--- src/rtl/sdtx_blkseq_if.sv ---
// Stream handshake bundle between the block sequencer, its word source and the SD transmitter.
// The sequencer sits on the slave side; the source and transmitter drive the master side.
interface sdtx_blkseq_if;
    logic        i_src_valid;
    logic        o_src_ready;
    logic [31:0] i_src_data;
    logic        o_tx_valid;
    logic        i_tx_ready;
    logic [31:0] o_tx_data;
    logic        o_tx_last;
    logic        i_tx_active;

    modport slave (
        input  i_src_valid, i_src_data, i_tx_ready, i_tx_active,
        output o_src_ready, o_tx_valid, o_tx_data, o_tx_last
    );

    modport master (
        output i_src_valid, i_src_data, i_tx_ready, i_tx_active,
        input  o_src_ready, o_tx_valid, o_tx_data, o_tx_last
    );
endinterface

--- src/rtl/sdtx_blkseq.sv ---
// Multi-block SD write sequencer: NAC wait, per-block word streaming, drain of the transmitter,
// inter-block gap and abort handling, with a one-cycle done/err completion pulse.
module sdtx_blkseq #(
    parameter int LGMAXBLK = 11,
    parameter int NW       = 16
) (
    input  logic          i_clk,
    input  logic          i_reset,
    input  logic          i_start,
    input  logic [NW-1:0] i_nblocks,
    input  logic [3:0]    i_lgblk,
    input  logic [NW-1:0] i_nac,
    input  logic [7:0]    i_gap,
    input  logic          i_abort,
    output logic          o_busy,
    output logic          o_done,
    output logic          o_err,
    output logic [NW-1:0] o_blocks_sent,
    output logic          o_tx_en,
    sdtx_blkseq_if.slave  bus
);

    localparam int WW = LGMAXBLK - 1;

    localparam logic [2:0] S_IDLE   = 3'd0;
    localparam logic [2:0] S_NAC    = 3'd1;
    localparam logic [2:0] S_STREAM = 3'd2;
    localparam logic [2:0] S_DRAIN  = 3'd3;
    localparam logic [2:0] S_GAP    = 3'd4;
    localparam logic [2:0] S_DONE   = 3'd5;

    localparam logic [NW-1:0] N_ONE = 1;
    localparam logic [WW-1:0] W_ONE = 1;
    localparam logic [WW:0]   B_ONE = 1;

    logic [2:0]    state;
    logic [NW-1:0] nblocks_r;
    logic [3:0]    lgblk_r;
    logic [7:0]    gap_r;
    logic [NW-1:0] nac_cnt;
    logic [7:0]    gap_cnt;
    logic [WW-1:0] word_cnt;
    logic          abort_pend;
    logic          err_r;

    logic          in_stream;
    logic          xfer;
    logic          is_last;
    logic          more_blocks;
    logic          start_bad;
    logic [WW:0]   blk_words;
    logic [WW-1:0] last_idx;

    // Block length is a power of two in 32-bit words, so the final index is words-1.
    always_comb begin
        blk_words   = B_ONE << (lgblk_r - 4'd2);
        last_idx    = WW'(blk_words - B_ONE);
        in_stream   = (state == S_STREAM);
        is_last     = (word_cnt == last_idx);
        xfer        = in_stream && bus.i_src_valid && bus.i_tx_ready;
        more_blocks = ((o_blocks_sent + N_ONE) < nblocks_r);
        start_bad   = (i_nblocks == '0) || (i_lgblk < 4'd2) || (int'(i_lgblk) > LGMAXBLK);

        bus.o_tx_valid  = in_stream && bus.i_src_valid;
        bus.o_src_ready = in_stream && bus.i_tx_ready;
        bus.o_tx_data   = bus.i_src_data;
        bus.o_tx_last   = in_stream && bus.i_src_valid && is_last;

        o_busy  = (state != S_IDLE);
        o_tx_en = (state == S_NAC) || in_stream || (state == S_DRAIN) || (state == S_GAP);
        o_done  = (state == S_DONE) || err_r;
        o_err   = err_r;
    end

    always_ff @(posedge i_clk) begin
        if (i_reset) begin
            state         <= S_IDLE;
            nblocks_r     <= '0;
            lgblk_r       <= 4'd2;
            gap_r         <= '0;
            nac_cnt       <= '0;
            gap_cnt       <= '0;
            word_cnt      <= '0;
            abort_pend    <= 1'b0;
            err_r         <= 1'b0;
            o_blocks_sent <= '0;
        end else begin
            err_r <= 1'b0;
            case (state)
                S_IDLE: begin
                    if (i_start) begin
                        if (start_bad) begin
                            err_r <= 1'b1;
                        end else begin
                            nblocks_r     <= i_nblocks;
                            lgblk_r       <= i_lgblk;
                            gap_r         <= i_gap;
                            nac_cnt       <= i_nac - N_ONE;
                            word_cnt      <= '0;
                            abort_pend    <= 1'b0;
                            o_blocks_sent <= '0;
                            state         <= (i_nac == '0) ? S_STREAM : S_NAC;
                        end
                    end
                end
                S_NAC: begin
                    if (i_abort) begin
                        state <= S_DONE;
                    end else if (nac_cnt == '0) begin
                        state <= S_STREAM;
                    end else begin
                        nac_cnt <= nac_cnt - N_ONE;
                    end
                end
                // An abort here only marks the transfer to stop once the current block is out.
                S_STREAM: begin
                    if (i_abort) begin
                        abort_pend <= 1'b1;
                    end
                    if (xfer) begin
                        if (is_last) begin
                            word_cnt <= '0;
                            state    <= S_DRAIN;
                        end else begin
                            word_cnt <= word_cnt + W_ONE;
                        end
                    end
                end
                S_DRAIN: begin
                    if (i_abort) begin
                        abort_pend <= 1'b1;
                    end
                    if (!bus.i_tx_active) begin
                        o_blocks_sent <= o_blocks_sent + N_ONE;
                        if (more_blocks && !abort_pend && !i_abort) begin
                            gap_cnt <= (gap_r == 8'd0) ? 8'd0 : gap_r - 8'd1;
                            state   <= S_GAP;
                        end else begin
                            state <= S_DONE;
                        end
                    end
                end
                S_GAP: begin
                    if (i_abort) begin
                        state <= S_DONE;
                    end else if (gap_cnt == 8'd0) begin
                        word_cnt <= '0;
                        state    <= S_STREAM;
                    end else begin
                        gap_cnt <= gap_cnt - 8'd1;
                    end
                end
                S_DONE: begin
                    abort_pend <= 1'b0;
                    state      <= S_IDLE;
                end
                default: begin
                    state <= S_IDLE;
                end
            endcase
        end
    end

endmodule

--- src/flat_wrapper.sv ---
// flat-port wrapper written by rule: the top's interface ports become plain ports
module sdtx_blkseq_flat 
#(
    parameter int LGMAXBLK = 11,
    parameter int NW       = 16
)
  (i_clk, i_reset, i_start, i_nblocks, i_lgblk, i_nac, i_gap, i_abort, o_busy, o_done, o_err, o_blocks_sent, o_tx_en, bus_i_src_valid, bus_i_src_data, bus_i_tx_ready, bus_i_tx_active, bus_o_src_ready, bus_o_tx_valid, bus_o_tx_data, bus_o_tx_last);
  sdtx_blkseq_if bus_i ();
  input  logic i_clk;
  input  logic i_reset;
  input  logic i_start;
  input  logic [NW-1:0] i_nblocks;
  input  logic [3:0] i_lgblk;
  input  logic [NW-1:0] i_nac;
  input  logic [7:0] i_gap;
  input  logic i_abort;
  output logic o_busy;
  output logic o_done;
  output logic o_err;
  output logic [NW-1:0] o_blocks_sent;
  output logic o_tx_en;
  input wire logic [$bits(bus_i.i_src_valid)-1:0] bus_i_src_valid;
  input wire logic [$bits(bus_i.i_src_data)-1:0] bus_i_src_data;
  input wire logic [$bits(bus_i.i_tx_ready)-1:0] bus_i_tx_ready;
  input wire logic [$bits(bus_i.i_tx_active)-1:0] bus_i_tx_active;
  output wire logic [$bits(bus_i.o_src_ready)-1:0] bus_o_src_ready;
  output wire logic [$bits(bus_i.o_tx_valid)-1:0] bus_o_tx_valid;
  output wire logic [$bits(bus_i.o_tx_data)-1:0] bus_o_tx_data;
  output wire logic [$bits(bus_i.o_tx_last)-1:0] bus_o_tx_last;
  assign bus_i.i_src_valid = bus_i_src_valid;
  assign bus_i.i_src_data = bus_i_src_data;
  assign bus_i.i_tx_ready = bus_i_tx_ready;
  assign bus_i.i_tx_active = bus_i_tx_active;
  assign bus_o_src_ready = bus_i.o_src_ready;
  assign bus_o_tx_valid = bus_i.o_tx_valid;
  assign bus_o_tx_data = bus_i.o_tx_data;
  assign bus_o_tx_last = bus_i.o_tx_last;
  sdtx_blkseq #(.LGMAXBLK(LGMAXBLK), .NW(NW)) u_core (.i_clk(i_clk), .i_reset(i_reset), .i_start(i_start), .i_nblocks(i_nblocks), .i_lgblk(i_lgblk), .i_nac(i_nac), .i_gap(i_gap), .i_abort(i_abort), .o_busy(o_busy), .o_done(o_done), .o_err(o_err), .o_blocks_sent(o_blocks_sent), .o_tx_en(o_tx_en), .bus(bus_i));
endmodule
--- config.mk ---
export PLATFORM = sky130hd
export DESIGN_NAME = sdtx_blkseq_flat
export DESIGN_NICKNAME = d
export VERILOG_FILES = /design/src/rtl/sdtx_blkseq_if.sv /design/src/rtl/sdtx_blkseq.sv /design/src/flat_wrapper.sv
export SDC_FILE = /design/constraint.sdc
export NUM_CORES = 1
export LEC_CHECK = 0
export ABC_AREA = 1
export BUFFER_PORTS_ARGS = -buffer_cell sky130_fd_sc_hd__buf_2
export CELL_PAD_IN_SITES_DETAIL_PLACEMENT = 0
export CELL_PAD_IN_SITES_GLOBAL_PLACEMENT = 1
export CORE_MARGIN = 5
export CORE_UTILIZATION = 38
export CTS_CLUSTER_DIAMETER = 80
export DETAILED_ROUTE_END_ITERATION = 6
export GPL_TIMING_DRIVEN = 0
export PLACE_DENSITY = 0.92
export RECOVER_POWER = 25
export SLEW_MARGIN = 10
export SYNTH_ARGS = -nofsm -noshare
export SYNTH_HDL_FRONTEND = slang
export SYNTH_SLANG_ARGS = --single-unit
--- constraint.sdc ---
create_clock -name i_clk -period 3.52 [get_ports i_clk]
set_input_delay 0.528 -clock i_clk [delete_from_list [all_inputs] [get_ports i_clk]]
set_output_delay 0.528 -clock i_clk [all_outputs]
set_load 0.005 [all_outputs]
After elaboration in Yosys (flattened, before gate mapping)
Index checks and enable logic that the tools add are counted.
Widths: inputs -> output; s select.

operators by class
  $add $sub $neg = 8
  magnitude comparators = 3
  equal/unequal tests = 20
  shifts and indexed selects = 1
  muxes and demuxes = 39
  bitwise gates (word level) = 3
  reductions and logical operators = 35

operator list
  operator               number
  $mux 16                7
  $pmux 16 s2            2
  $mux 10                6
  $logic_not 16->1       3
  $mux 8                 5
  $sub 16x1->16 const B  2
  $pmux 10 s3            1
  $mux 3                 9
  $ne 2x2->1 const B     11
  $add 16x1->16 const B  1
  $logic_not 8->1        2
  $lt 16x16->1           1
  $pmux 8 s2             1
  $sub 8x1->8 const B    2
  $pmux 3 s5             1
  $add 10x1->10 const B  1
  $eq 10x10->1           1
  $reduce_and 5->1       2
  $shl 1x4->10 const A   1
  $sub 10x1->10 const B  1
  $reduce_bool 3->1      3
  $reduce_and 4->1       2
  $reduce_and 7->1       1
  $eq 3x2->1 const B     2
  other kinds (20)       41

storage, ports and cells
  register bits = 83
  input port bits = 83
  output and inout bits = 55

Logic depth before layout (Yosys ltp)
  depth after elaboration = 7
  mapped depth = 19

Worst setup path before layout
Ideal clock, no wire load.

  kind = register to register
  start = register u_core.o_blocks_sent[0]
  end = register u_core.gap_cnt[3]
  setup time = 115 ps
  arrival time = 2663 ps
  slack = 742 ps
  stages on the path, launching flop included = 20
  path buffers = 1
  cell sequence = dfxtp_1 ha_1 nand2_1 nor2_1 nand3_1 inv_1 nand4_1 nor2_1 nand4_1 xor2_1 ha_1 nand2_1 o21ai_0 a21oi_1 nand4_1 o21ai_0 buf_2 nand3_1 nand2_1 nor2_1

between the ends
  longest elaborated chain between the ends = 6

ends and longest elaborated chain
  element                            RTL line            RTL
  start, declared                    sdtx_blkseq.sv:18   output logic [NW-1:0] o_blocks_sent,
  start signal, assigned             sdtx_blkseq.sv:134  o_blocks_sent <= o_blocks_sent + N_ONE;
  $add 16x1->16                      sdtx_blkseq.sv:61   more_blocks = ((o_blocks_sent + N_ONE) < nblocks_r);
  $lt 16x16->1                       sdtx_blkseq.sv:61
  $logic_and 1x1->1 (2 in a row)     sdtx_blkseq.sv:135  if (more_blocks && !abort_pend && !i_abort) begin
  $ne 2x2->1 (no source line)        --
  $reduce_and 5->1 (no source line)  --
  end signal, assigned               sdtx_blkseq.sv:136  gap_cnt <= (gap_r == 8'd0) ? 8'd0 : gap_r - 8'd1;
  end signal, assigned               sdtx_blkseq.sv:150  gap_cnt <= gap_cnt - 8'd1;
  end, declared                      sdtx_blkseq.sv:41   logic [7:0] gap_cnt;

No other way between the ends.
A chain may end at the register's enable or synchronous reset.

Worst setup path in the final report
  start = register u_core.lgblk_r[1]
  end = output port bus_o_tx_last

between the ends
  longest elaborated chain between the ends = 5

ends and longest elaborated chain
  element                 RTL line            RTL
  start, declared         sdtx_blkseq.sv:38   logic [3:0] lgblk_r;
  start signal, assigned  sdtx_blkseq.sv:96   lgblk_r <= i_lgblk;
  $sub 4x2->4             sdtx_blkseq.sv:56   blk_words = B_ONE << (lgblk_r - 4'd2);
  $shl 1x4->10            sdtx_blkseq.sv:56
  $sub 10x1->10           sdtx_blkseq.sv:57   last_idx = WW'(blk_words - B_ONE);
  $eq 10x10->1            sdtx_blkseq.sv:59   is_last = (word_cnt == last_idx);
  $logic_and 1x1->1       sdtx_blkseq.sv:67   bus.o_tx_last = in_stream && bus.i_src_valid && is_last;
  end, declared           flat_wrapper.sv:29  output wire logic [$bits(bus_i.o_tx_last)-1:0] bus_o_tx_last;

No other way between the ends.

==> impl_summary.md <==
Outcome
The run finished with clean final reports.

Global routing
For met1 alone, demand over resource in global routing was 0.228. The total congestion overflow after global routing is 0. The most congested layer reported by global routing is met2. The number of antenna violations at the first check in global routing came to 0. The total routing resource utilization after global routing is 0.174.

The global-route wire length before repair is 25300 um. The largest net degree at the start of global routing is 15. The met2 capacity usage during global routing is 0.282. The via count of the first global-routing pass is 5342. For this run, global-route usage on met3 was measured as 0.0440.

Detailed routing
For this block, the routed nets add up to 15200 um of wire. Dividing the detail-routed via count by the number of cells gives 4.89. The total number of vias is 5595.

The count of antenna-violating nets left after detailed routing is 0. The detailed-router iteration count before antenna repair is 5. The total DRC errors in the routed layout is 0. The starting DRC count in detailed routing is 288. The average wire per cell in the routed design is 13.3 um.

STA
Across all setup checks in the final design, the least slack found is 0.314 ns. On the final layout, the worst clock skew is 0.00644 ns. Setup repair after global routing left no endpoint under its margin.

The final-report hold violation count is 0. The smallest clock period supported by the final layout is computed as 3.21 ns. The max-slew violation count is 0.

The measured slew at the worst slew-check pin is 0.646 ns. Measured against its own limit, the worst slew margin works out to 0.569. The share of the clock period used by the worst path after layout is 0.911. The total negative slack for setup checks is 0 ns. Setup violations remaining at the end of the flow were counted as 0. Based on the critical path, the design can be clocked at up to 312 MHz.

Setup path
The critical path startpoint category is a flip-flop. The maximum fanout along the worst path is 6. The worst setup path is captured at an output port.

The type of the setup path with the least slack is reg -> out. The worst endpoint data arrival time is 2.68 ns. The endpoint of the worst setup timing path is bus_o_tx_last. The worst-case register-to-register setup slack is 0.38 ns.

For the worst flop-to-flop path, the logic depth is 18. The required time at the worst-slack endpoint is 2.99 ns. The reg-to-reg critical path startpoint is u_core.o_blocks_sent[0]$_SDFFE_PP0P_. The start point of the critical path is u_core.lgblk_r[1]$_SDFFE_PP1P_. The reg-to-reg critical path endpoint is u_core.gap_cnt[2]$_SDFFE_PP0P_.

Clocking
For the worst-skew pair, the clock arrives at the later sink with an insertion delay of 0.34 ns. TritonCTS built the clock tree. The total clock buffers created by CTS is 9. The H-tree was split into 3 levels.

The number of clock sinks is 83. Clock-pin slew was measured on the worst setup and hold paths at 0.06 ns. The clock passes through at most 2 buffers. The tree is rooted in a sky130_fd_sc_hd__clkbuf_16. The cts-stage hold buffer count is 0.

Min path
The tightest min-delay check is of the in -> reg type.

Yosys
Counting flops with an async set or reset pin after synthesis yields a share of 0. In the post-synthesis netlist, the biggest area contributors are sky130_fd_sc_hd__dfxtp_1 30%, sky130_fd_sc_hd__nand2_1 11%, sky130_fd_sc_hd__inv_1 7.0%. In this run, synthesis produced a sequential element count of 83. In the synthesized netlist the dominant register cell turns out to be sky130_fd_sc_hd__dfxtp_1. The mean instance size in the synthesized netlist is 6.69 um^2. For this run, the number of Yosys warnings is 0. After technology mapping, the gate count stands at 839. The sequential element share of the synthesized area is 0.296. The synthesized netlist occupies a cell area of 5610 um^2. Of the post-synthesis cell area, the dominant cell type holds 0.296. Counting distinct cell types in the post-synthesis netlist gives 46.

The number of enable-type register cells in the synthesized netlist is 0. The number of nets handed over by synthesis was 945. The cell type with the largest total area after synthesis is sky130_fd_sc_hd__dfxtp_1.

Run
The reported max-cap violation count is 0.

Cells and area
The antenna diode count is 0. The number of nets in the final layout is 1061. The layout filler cell count is 1571. In the final layout, the share of cells above drive strength 1 is 0.211.

Once layout is done, the placed cells without fillers occupy 6710 um^2. The count of cells in the finished layout, fillers not included, comes to 1144. Relative to the synthesized area, the layout overhead comes to 19.6%.

Placed design
The final estimated routing congestion in global placement is 0.892. Summing all placed instances gives a cell area of 6370 um^2. The count of input and output buffers is 105. Counting tap cells, the placed design contains a total of 1128 instances. Prior to clock tree synthesis, the placed netlist has a worst setup slack of 0.201 ns.

The post-detailed-placement half-perimeter wirelength is 12100 um.

Die
For this configuration, the core starts out at a cell density of 0.386. The area inside the core boundary is 14500 um^2. The vertical extent of the die is 132 um. The floorplan step defined a die boundary enclosing 17300 um^2. 138 I/O pins were placed. The floorplan has 44 rows. In this run the horizontal extent of the chip is 132 um.

Pwr
The leakage power of the design is 3.12 nW. The maximum VDD drop is 0.224 mV. The ratio of total power to cell area is 603 nW/um^2.
routing by layer:
| layer | wire (um) | part of all wire |
|---|---|---|
| met3 | 877 | 0.058 |
| met1 | 7110 | 0.47 |
| met4 | 278 | 0.018 |
| met5 | 0 | 0 |
| met2 | 6930 | 0.46 |
power breakdown:
group / total [mW] / internal (mW) / switching (mW)
logic: 1.79 / 0.660 / 1.13
registers: 1.21 / 1.09 / 0.120
clock network: 1.04 / 0.642 / 0.403
how the worst min path moves through the flow:
stage	from	depth (start not counted)	end
after floorplan	u_core.lgblk_r[2]$_SDFFE_PP0P_	2	u_core.lgblk_r[2]$_SDFFE_PP0P_
after global placement	u_core.nblocks_r[11]$_SDFFE_PP0P_	2	u_core.nblocks_r[11]$_SDFFE_PP0P_
after detailed placement	u_core.lgblk_r[2]$_SDFFE_PP0P_	2	u_core.lgblk_r[2]$_SDFFE_PP0P_
after CTS	i_lgblk[1]	3	u_core.lgblk_r[1]$_SDFFE_PP1P_
after global routing	i_gap[3]	3	u_core.gap_r[3]$_SDFFE_PP0P_
final	i_gap[3]	3	u_core.gap_r[3]$_SDFFE_PP0P_
through the flow:
step	power, mW	utilization	hold slack (ns)
floorplan	2.57	-	0.433
global placement	2.98	0.438	0.449
detailed placement	3.00	0.438	0.453
CTS	4.06	0.461	0.426
global route	4.39	0.462	0.439
finish	4.05	0.462	0.441
cells in the final DEF (no fill, tap or decap), drive strengths merged, types with 16 or more instances in the layout:
| cell type | count |
|---|---|
| xor2 | 23 |
| nand2 | 185 |
| nand4 | 16 |
| nand3 | 51 |
| nor2 | 83 |
| inv | 116 |
| a21oi | 71 |
| ha | 23 |
| o21ai | 70 |
| dfxtp | 83 |
| clkbuf | 58 |
| buf | 111 |
layout make-up:
cell class              instances  area [um^2]  share of cell area
clock buffers                  10          239              0.0356
clock inverters                 6         87.6              0.0130
well taps                     184          230              0.0343
multi-input cells             585         3170               0.473
repair buffers                105          512              0.0762
plain buffers                  54          369              0.0550
inverters                     117          439              0.0654
flip-flops and latches         83         1660               0.248
cell families after synthesis:
group / count (synthesis) / share of synthesized area
AOI/OAI and AO/OA: 166 / 0.168
muxes: 2 / 0.00357
adders and majority gates: 23 / 0.0513
xor gates and xnor gates: 34 / 0.0530
and+or+nand+nor: 360 / 0.285
buffers and inverters: 171 / 0.143
DFF: 83 / 0.296
flip-flops by register name, indices dropped and copies added (netlist names):
name                  cells
u_core.state              3
u_core.nblocks_r         16
u_core.gap_cnt            8
u_core.nac_cnt           16
u_core.lgblk_r            4
u_core.abort_pend         1
u_core.o_err              1
u_core.word_cnt          10
u_core.o_blocks_sent     16
u_core.gap_r              8
worst max-delay path, cell delays in order (launching register included):
cell and delay, ns:
sky130_fd_sc_hd__dfxtp_2 0.38, sky130_fd_sc_hd__inv_2 0.09, sky130_fd_sc_hd__ha_4 0.29, sky130_fd_sc_hd__nand2_1 0.09, sky130_fd_sc_hd__nor2_2 0.14, sky130_fd_sc_hd__nand2_1 0.09, sky130_fd_sc_hd__ha_1 0.29, sky130_fd_sc_hd__xnor2_1 0.16
sky130_fd_sc_hd__nand3b_1 0.16, sky130_fd_sc_hd__nand2_1 0.07, sky130_fd_sc_hd__nand3_1 0.08, sky130_fd_sc_hd__nor2_1 0.12, sky130_fd_sc_hd__nand2_1 0.10, sky130_fd_sc_hd__nor3_1 0.15, sky130_fd_sc_hd__buf_2 0.14
what timing repair did:
action / CTS / global route
setup buffers: 0 / 0
gates resized for setup: 0 / 11
setup endpoints to repair: 0 / 9
Yosys cell counts (2+ instances only):
cell type and n:
sky130_fd_sc_hd__a21oi_1 71, sky130_fd_sc_hd__a31oi_1 4, sky130_fd_sc_hd__buf_2 4, sky130_fd_sc_hd__buf_4 34
sky130_fd_sc_hd__clkbuf_1 14, sky130_fd_sc_hd__clkinv_1 2, sky130_fd_sc_hd__dfxtp_1 83, sky130_fd_sc_hd__ha_1 23
sky130_fd_sc_hd__inv_1 105, sky130_fd_sc_hd__inv_2 10, sky130_fd_sc_hd__mux2i_1 2, sky130_fd_sc_hd__nand2_1 172
sky130_fd_sc_hd__nand2_2 10, sky130_fd_sc_hd__nand2_4 3, sky130_fd_sc_hd__nand3_1 48, sky130_fd_sc_hd__nand3_2 2
sky130_fd_sc_hd__nand4_1 16, sky130_fd_sc_hd__nor2_1 79, sky130_fd_sc_hd__nor2_2 2, sky130_fd_sc_hd__nor2_4 2
sky130_fd_sc_hd__nor3_1 9, sky130_fd_sc_hd__nor4_1 7, sky130_fd_sc_hd__o211ai_1 7, sky130_fd_sc_hd__o21ai_0 51
sky130_fd_sc_hd__o21ai_1 9, sky130_fd_sc_hd__o21ai_2 8, sky130_fd_sc_hd__o21ai_4 2, sky130_fd_sc_hd__o21bai_1 5
sky130_fd_sc_hd__o22ai_1 3, sky130_fd_sc_hd__or2_2 4, sky130_fd_sc_hd__xnor2_1 11, sky130_fd_sc_hd__xor2_1 23
No activity file was read; power rests on OpenSTA's default activity.
